[src/rtl/hazard_pkg.sv]
// Shared definitions for the hazard/stall controller: FSM encoding and widths.
package hazard_pkg;
  localparam int REG_ADDR_W = 5;
  // Wide enough for LOAD_BUBBLES-1 with LOAD_BUBBLES up to 3
  localparam int BCNT_W     = 2;

  typedef enum logic [1:0] {
    RUN      = 2'b00,
    BUBBLE   = 2'b01,
    MEM_WAIT = 2'b10
  } hz_state_e;
endpackage

[src/rtl/hazard_stall_unit_load_use_detect.sv]
// Load-use hazard compare: the EX-stage load writes a register that the ID-stage
// instruction reads. x0 never creates a hazard.
module load_use_detect
  import hazard_pkg::*;
(
  input  logic [REG_ADDR_W-1:0] IDRs1,
  input  logic [REG_ADDR_W-1:0] IDRs2,
  input  logic                  IDUseRs2,
  input  logic [REG_ADDR_W-1:0] EXRd,
  input  logic                  EXMemRead,
  output logic                  hz
);
  assign hz = EXMemRead & (EXRd != '0) &
              ((EXRd == IDRs1) | (IDUseRs2 & (EXRd == IDRs2)));
endmodule

[src/rtl/hazard_stall_unit.sv]
// Stall/flush controller beside the ID stage. Inserts load-use bubbles, freezes
// the pipe during dcache accesses and gates the taken-branch IF flush.
// Optional statistics counters are built when HAZARD_STATS_EN is defined.
module hazard_stall_unit
  import hazard_pkg::*;
#(
  parameter int LOAD_BUBBLES = 1,
  parameter int CNT_W        = 32
) (
  input  logic                  clk_i,
  input  logic                  rst_i,
  input  logic [REG_ADDR_W-1:0] IDRs1_i,
  input  logic [REG_ADDR_W-1:0] IDRs2_i,
  input  logic                  IDUseRs2_i,
  input  logic [REG_ADDR_W-1:0] EXRd_i,
  input  logic                  EXMemRead_i,
  input  logic                  MemReq_i,
  input  logic                  MemAck_i,
  input  logic                  IDBranch_i,
  output logic                  PCWrite_o,
  output logic                  IFIDWrite_o,
  output logic                  NoOp_o,
  output logic                  IFFlush_o,
  output logic                  PipeStall_o,
  output logic [1:0]            State_o,
  output logic [CNT_W-1:0]      LoadStallCnt_o,
  output logic [CNT_W-1:0]      MemStallCnt_o
);
  localparam logic [BCNT_W-1:0] BUB_RELOAD = BCNT_W'(LOAD_BUBBLES - 1);
  localparam bit                MULTI_BUB  = (LOAD_BUBBLES > 1);

  hz_state_e         state_q, state_d;
  logic [BCNT_W-1:0] cnt_q, cnt_d;
  logic              hz, memblk;
  logic              pc_we, ifid_we, noop, stall;

  load_use_detect u_lud (
    .IDRs1     (IDRs1_i),
    .IDRs2     (IDRs2_i),
    .IDUseRs2  (IDUseRs2_i),
    .EXRd      (EXRd_i),
    .EXMemRead (EXMemRead_i),
    .hz        (hz)
  );

  // An ack in the same cycle as the request means the access completes without stalling
  assign memblk = MemReq_i & ~MemAck_i;

  // State and bubble counter register
  always_ff @(posedge clk_i or posedge rst_i) begin
    if (rst_i) begin
      state_q <= RUN;
      cnt_q   <= '0;
    end else begin
      state_q <= state_d;
      cnt_q   <= cnt_d;
    end
  end

  // Next state and Mealy enables; the MEM_WAIT ack cycle behaves like RUN without memblk
  always_comb begin
    state_d = state_q;
    cnt_d   = cnt_q;
    pc_we   = 1'b0;
    ifid_we = 1'b0;
    noop    = 1'b0;
    stall   = 1'b0;
    if (state_q == BUBBLE) begin
      noop = 1'b1;
      if (memblk) begin
        state_d = MEM_WAIT;
        cnt_d   = '0;
      end else begin
        cnt_d = cnt_q - BCNT_W'(1);
        if (cnt_q == BCNT_W'(1)) state_d = RUN;
      end
    end else if (state_q == MEM_WAIT && !MemAck_i) begin
      stall = 1'b1;
    end else if (state_q == RUN && memblk) begin
      stall   = 1'b1;
      state_d = MEM_WAIT;
    end else if (state_q == RUN || state_q == MEM_WAIT) begin
      state_d = RUN;
      cnt_d   = '0;
      if (hz) begin
        noop = 1'b1;
        if (MULTI_BUB) begin
          state_d = BUBBLE;
          cnt_d   = BUB_RELOAD;
        end
      end else begin
        pc_we   = 1'b1;
        ifid_we = 1'b1;
      end
    end else begin
      // Unreachable encoding: recover to RUN holding the front end
      state_d = RUN;
      cnt_d   = '0;
      noop    = 1'b1;
    end
  end

  // Reset forces the documented safe values combinationally
  assign PCWrite_o   = ~rst_i & pc_we;
  assign IFIDWrite_o = ~rst_i & ifid_we;
  assign NoOp_o      = rst_i | noop;
  assign PipeStall_o = ~rst_i & stall;
  assign IFFlush_o   = IDBranch_i & PCWrite_o;
  assign State_o     = rst_i ? 2'b00 : state_q;

`ifdef HAZARD_STATS_EN
  logic [CNT_W-1:0] ld_cnt_q, mem_cnt_q;

  // Saturating stall-cycle statistics
  always_ff @(posedge clk_i or posedge rst_i) begin
    if (rst_i) begin
      ld_cnt_q  <= '0;
      mem_cnt_q <= '0;
    end else begin
      if (NoOp_o && !(&ld_cnt_q))       ld_cnt_q  <= ld_cnt_q + CNT_W'(1);
      if (PipeStall_o && !(&mem_cnt_q)) mem_cnt_q <= mem_cnt_q + CNT_W'(1);
    end
  end

  assign LoadStallCnt_o = ld_cnt_q;
  assign MemStallCnt_o  = mem_cnt_q;
`else
  assign LoadStallCnt_o = '0;
  assign MemStallCnt_o  = '0;
`endif
endmodule

[config.mk]
export PLATFORM = sky130hd
export DESIGN_NAME = hazard_stall_unit
export DESIGN_NICKNAME = d
export VERILOG_FILES = /design/src/rtl/hazard_pkg.sv /design/src/rtl/hazard_stall_unit_load_use_detect.sv /design/src/rtl/hazard_stall_unit.sv
export SDC_FILE = /design/constraint.sdc
export NUM_CORES = 1
export LEC_CHECK = 0
export CAP_MARGIN = 40
export CORE_ASPECT_RATIO = 0.6
export CORE_UTILIZATION = 23
export DETAILED_ROUTE_END_ITERATION = 7
export GPL_TIMING_DRIVEN = 0
export PLACE_DENSITY_LB_ADDON = 0.2
export SLEW_MARGIN = 20
export SYNTH_ARGS = -nofsm -noshare
export SYNTH_HDL_FRONTEND = slang
export SYNTH_SLANG_ARGS = --single-unit
[constraint.sdc]
create_clock -name clk_i -period 1.7 [get_ports clk_i]
set_input_delay 0.34 -clock clk_i [delete_from_list [all_inputs] [get_ports clk_i]]
set_output_delay 0.34 -clock clk_i [all_outputs]
set_load 0.1 [all_outputs]
# After elaboration in Yosys (flattened, before gate mapping)
# Index checks and enable logic that the tools add are counted.
[op_classes]
n_reduce_logical = 8
n_eq_ne = 8
bitwise = 11
addsub = 1
mux = 23
[ops]
columns = ["operator", "n"]
rows = [
  ["2-bit two-way mux", 10],
  ["1-bit two-way mux", 13],
  ["5-bit == test", 2],
  ["1-bit AND", 7],
  ["5-bit nonzero test", 1],
  ["2-bit by 1-bit == test with 1-bit output (second input constant)", 2],
  ["2-bit != test (second input constant)", 2],
  ["2-bit AND reduction", 2],
  ["3-bit by 2-bit != test with 1-bit output (second input constant)", 1],
  ["2-bit == test (second input constant)", 1],
  ["1-bit logical AND", 2],
  ["2-bit logical NOT", 1],
  ["1-bit inverter", 2],
  ["1-bit OR", 2],
  ["2-bit by 1-bit subtractor with 2-bit output (second input constant)", 1],
  ["1-bit logical NOT", 1],
  ["1-bit logical OR", 1],
]
[totals]
wordCells = 53
inputBits = 22
out_inout_bits = 71
register_bits = 4

# Longest topological paths before layout
[depth]
depth_word = 11
mapped_depth = 5
mapped_depth_nobuf = 4

# Cells and area by module
# A second synthesis with hierarchy kept.
[hier_totals]
hier_cells = 93
area_unflattened_um2 = 721.9
[by_module_without_submodules]
columns = ["module", "instances", "seq_area_each_um2", "cells_per_inst", "area_per_inst_um2"]
rows = [
  ["hazard_stall_unit", 1, 25.0, 76, 589.3],
  ["load_use_detect", 1, 0.0, 17, 132.6],
]

# Least setup slack after synthesis
# Ideal clock, no wire load.
[synth_path]
kind = "in2out"
startpoint = "input EXRd_i[4]"
endpoint = "output PCWrite_o"
t_arrival_ns = 2.880
n_path_buf = 1
stages = 4
t_required_ns = 1.360
path_slack_ns = -1.520
path_cell_list = "or4_1 o21a_1 a211oi_2 buf_4"
[synth_via]
elab_chain_len = 10
elab_cells_between_ends = 13
classes_between = "2 x eq/ne; 5 x mux; 5 x bitwise; 1 x reduce/logical"
[synth_rtl]
columns = ["element", "line", "text"]
rows = [
  ["start: declaration", "hazard_stall_unit.sv:15", "input logic [REG_ADDR_W-1:0] EXRd_i,"],
  ["5-bit == test", "hazard_stall_unit_load_use_detect.sv:14", "((EXRd == IDRs1) | (IDUseRs2 & (EXRd == IDRs2)));"],
  ["1-bit AND", "hazard_stall_unit_load_use_detect.sv:14", ""],
  ["1-bit OR", "hazard_stall_unit_load_use_detect.sv:14", ""],
  ["1-bit AND *", "hazard_stall_unit_load_use_detect.sv:13", "assign hz = EXMemRead & (EXRd != '0) &"],
  ["1-bit two-way mux * (5 in a row)", "n/a", ""],
  ["1-bit AND *", "n/a", ""],
  ["end: declaration", "hazard_stall_unit.sv:20", "output logic PCWrite_o,"],
]
# Mark *: on every way between the ends. The rest lies on a longest branch, timed or not.

# Worst setup path in the final report
[layout_path]
startpoint = "input EXRd_i[1]"
endpoint = "output IFIDWrite_o"
[layout_via]
elab_chain_len = 10
elab_cells_between_ends = 13
classes_between = "2 x eq/ne; 5 x mux; 5 x bitwise; 1 x reduce/logical"
[layout_rtl]
columns = ["element", "line", "text"]
rows = [
  ["5-bit == test", "hazard_stall_unit_load_use_detect.sv:14", ""],
  ["1-bit AND", "hazard_stall_unit_load_use_detect.sv:14", ""],
  ["1-bit OR", "hazard_stall_unit_load_use_detect.sv:14", ""],
  ["1-bit AND *", "hazard_stall_unit_load_use_detect.sv:13", ""],
  ["1-bit two-way mux *", "hazard_stall_unit.sv:85", "if (hz) begin"],
  ["1-bit two-way mux *", "hazard_stall_unit.sv:82", "end else if (state_q == RUN || state_q == MEM_WAIT) begin"],
  ["1-bit two-way mux *", "hazard_stall_unit.sv:79", "end else if (state_q == RUN && memblk) begin"],
  ["1-bit two-way mux *", "hazard_stall_unit.sv:77", "end else if (state_q == MEM_WAIT && !MemAck_i) begin"],
  ["1-bit two-way mux *", "hazard_stall_unit.sv:68", "if (state_q == BUBBLE) begin"],
  ["1-bit AND *", "hazard_stall_unit.sv:105", "assign IFIDWrite_o = ~rst_i & ifid_we;"],
  ["end: declaration", "hazard_stall_unit.sv:21", "output logic IFIDWrite_o,"],
]
# Marked as above.

==> metrics.md <==
| Metric | Value |
|---|---|
| Antenna-violating nets left | 0 |
| Chip Height | 45.1 um |
| Die Width | 73.8 um |
| Post-synth cell types | 17 |
| Drt initial violations | 5 |
| Port Buffer Count | 27 |
| Commonest cells post-synth | buf_4 (66), xnor2_1 (10) |
| Final setup TNS | -1.37 ns |
| HPWL Detailed | 1480 um |
| Antenna violations before repair | 0 |
| Most frequent cell after synthesis | buf_4 |
| Final setup vio count | 4 |
| Post-synth ARST share | 1.00 |
| Violated checks | negative setup slack |
| # rows | 15 |
| Initial Util | 0.244 |
| Yosys warning count | 0 |
| Register area share after synthesis | 0.0352 |
| Final min period | 2.06 ns |
| Post-synthesis adder-cell area fraction | 0 |
| R2R Path End | state_q[1]$_DFFE_PP0N_ |
| Nets@finish | 214 |
| Maximum fanout along the worst path | 2 |
| Synth area leader | buf_4 |
| Setup crit end kind | output port |
| GRT Resource Usage Total | 0.0849 |
| Vias in the first global route | 488 |
| Antenna cell count | 0 |
| I/O Pins | 93 |
| Global placement routability congestion | 0.611 |
| Worst R2R Start | state_q[1]$_DFFE_PP0N_ |
| Reg with most FFs | state_q |
| Syn Area/Cell | 7.48 um2 |
| Core area | 2910 um2 |
| Worst EP required | 1.36 ns |
| Static Leak | 0.894 nW |
| Worst skew pair latency | 0 ns |
| Vias/cell | 2.82 |
| Via count | 655 |
| Cell count after synthesis | 95 |
| First-pass GRT wire length | 2270 um |
| CP Launch Type | input port |
| Largest net degree at the start of global routing | 6 |
| Fin crit share | 1.21 |
| Share of layout cells above drive strength 1 | 0.474 |
| Clk slew on worst S/H paths | 0 ns |
| Min-delay worst type | input port to async pin |
| Post-synth EDFFs | 0 |
| R2R depth | 3 |
| Final Max Tran Viols | 0 |
| DRC viols | 0 |
| WL/cell | 6.81 um |
| Critical Path AT | 1.72 ns |
| Area grow syn2layout | 103% |
| CP Launch Point | EXRd_i[1] |
| Largest registers | state_q: 1 flops |
| DRT Wirelength | 1580 um |
| Total gr overflow | 0 |
| Max reg flops | 1 |
| Max-cap check violation count | 0 |
| Final Hold Viols | 0 |
| Utilization after layout | 0.496 |
| Seq cells post-synth | 1 |
| Post-synthesis xor/xnor area fraction | 0.123 |
| Unrepaired setup endpoints after global routing | true |
| Skew final | 0 ns |
| PwrDens | 697 nW/um2 |
| Setup ws final | -0.362 ns |
| Synth Area in Compound Gates | 0.0563 |
| Fmax | 0.485 GHz |
| Die area | 3320 um2 |
| Mapped Area | 711 um2 |
| Maximum VDD drop | 0.000346 V |
| Largest family of logic cells by synthesized area | buffers and inverters |
| Drt pass-1 iters | 2 |
| Status | finished, violations left |
| Post-synth top flop | dfrtp_1 |
| Setup CP Type | input port to output port |
| Reg2reg setup slack | 0.87 ns |
| Simple-Gate Fraction of Synth Area | 0.0722 |
| Mux contribution to synthesized area | 0 |
| Share of the synthesized area in the top cell type | 0.697 |
| Synth top area cells | buf_4 (70%), xnor2_1 (12%), dfrtp_1 (3.5%) |
| Total power | 1.01 mW |
==> power breakdown <==
part           leakage, nW  total (mW)  switching, mW  internal [mW]
logic                0.881       0.979          0.765          0.214
registers           0.0125      0.0265       0.000643         0.0258
clock network            0           0              0              0
total                0.894        1.01          0.765          0.240
==> kinds of logic (layout without fill, tap and decap cells) <==
| group | count (synthesis) | in the layout |
|---|---|---|
| compound gates | 5 | 5 |
| xor+xnor | 10 | 10 |
| buf+inv | 68 | 99 |
| flops | 1 | 1 |
| other cells | 1 | 65 |
| simple gates | 10 | 10 |
==> how the worst max path moves through the flow <==
stage / endpoint
global placement: PCWrite_o
floorplan: PCWrite_o
detailed placement: PCWrite_o
global route: IFIDWrite_o
finish: IFIDWrite_o
CTS: IFIDWrite_o
==> stage by stage <==
stage / std cells / cell area [um2] / worst slack, ns / hold WS [ns]
after global routing: 232 / 1440 / -0.405 / 0.405
after floorplan: 159 / 985 / -0.957 / 0.0768
after detailed placement: 234 / 1410 / -1.36 / 0.725
after global placement: 228 / 1310 / -1.77 / 0.718
final: 232 / 1440 / -0.362 / 0.389
after CTS: 232 / 1420 / -0.407 / 0.390
==> cells in the final DEF (no fill, tap or decap), types with 2 or more instances in the layout <==
cell type        instances
buf_12                   5
dlygate4sd2_1            5
buf_6                    2
nand3_1                  2
nand2_1                  2
buf_4                   68
dlymetal6s2s_1           7
buf_2                    3
conb_1                  65
inv_1                    2
clkdlybuf4s50_1          4
xnor2_1                  9
==> critical path, cell delays in order <==
cell and delay [ns]:
buf_8 0.09, or4_1 0.51, o21a_2 0.24, a211oi_4 0.21
buf_2 0.16, buf_12 0.17
==> repair_timing <==
action / 4_1_cts / 5_1_grt
hold buffers: 0 / 0
gates resized for setup: 45 / 8
pin swaps: 9 / 11
cloned: 0 / 0
endpoints found under the setup margin: 6 / 4
buffers inserted: 4 / 0
==> final cells by class <==
class | instances | area (um2)
buffer | 65 | 488
fill | 293 | 1470
inverter | 2 | 7.51
multi-input combinational | 90 | 485
sequential | 1 | 25.0
tap | 42 | 52.6
timing repair buffer | 32 | 385
==> routing by layer <==
metal / global-route usage / vias up / routed length (um)
li1: - / 354 / -
met1: 0.101 / 259 / 565
met2: 0.171 / 42 / 812
met3: 0.0156 / 0 / 201
met4: 0 / 0 / 0
met5: 0 / - / 0
Power figures use the tool's default switching activity.
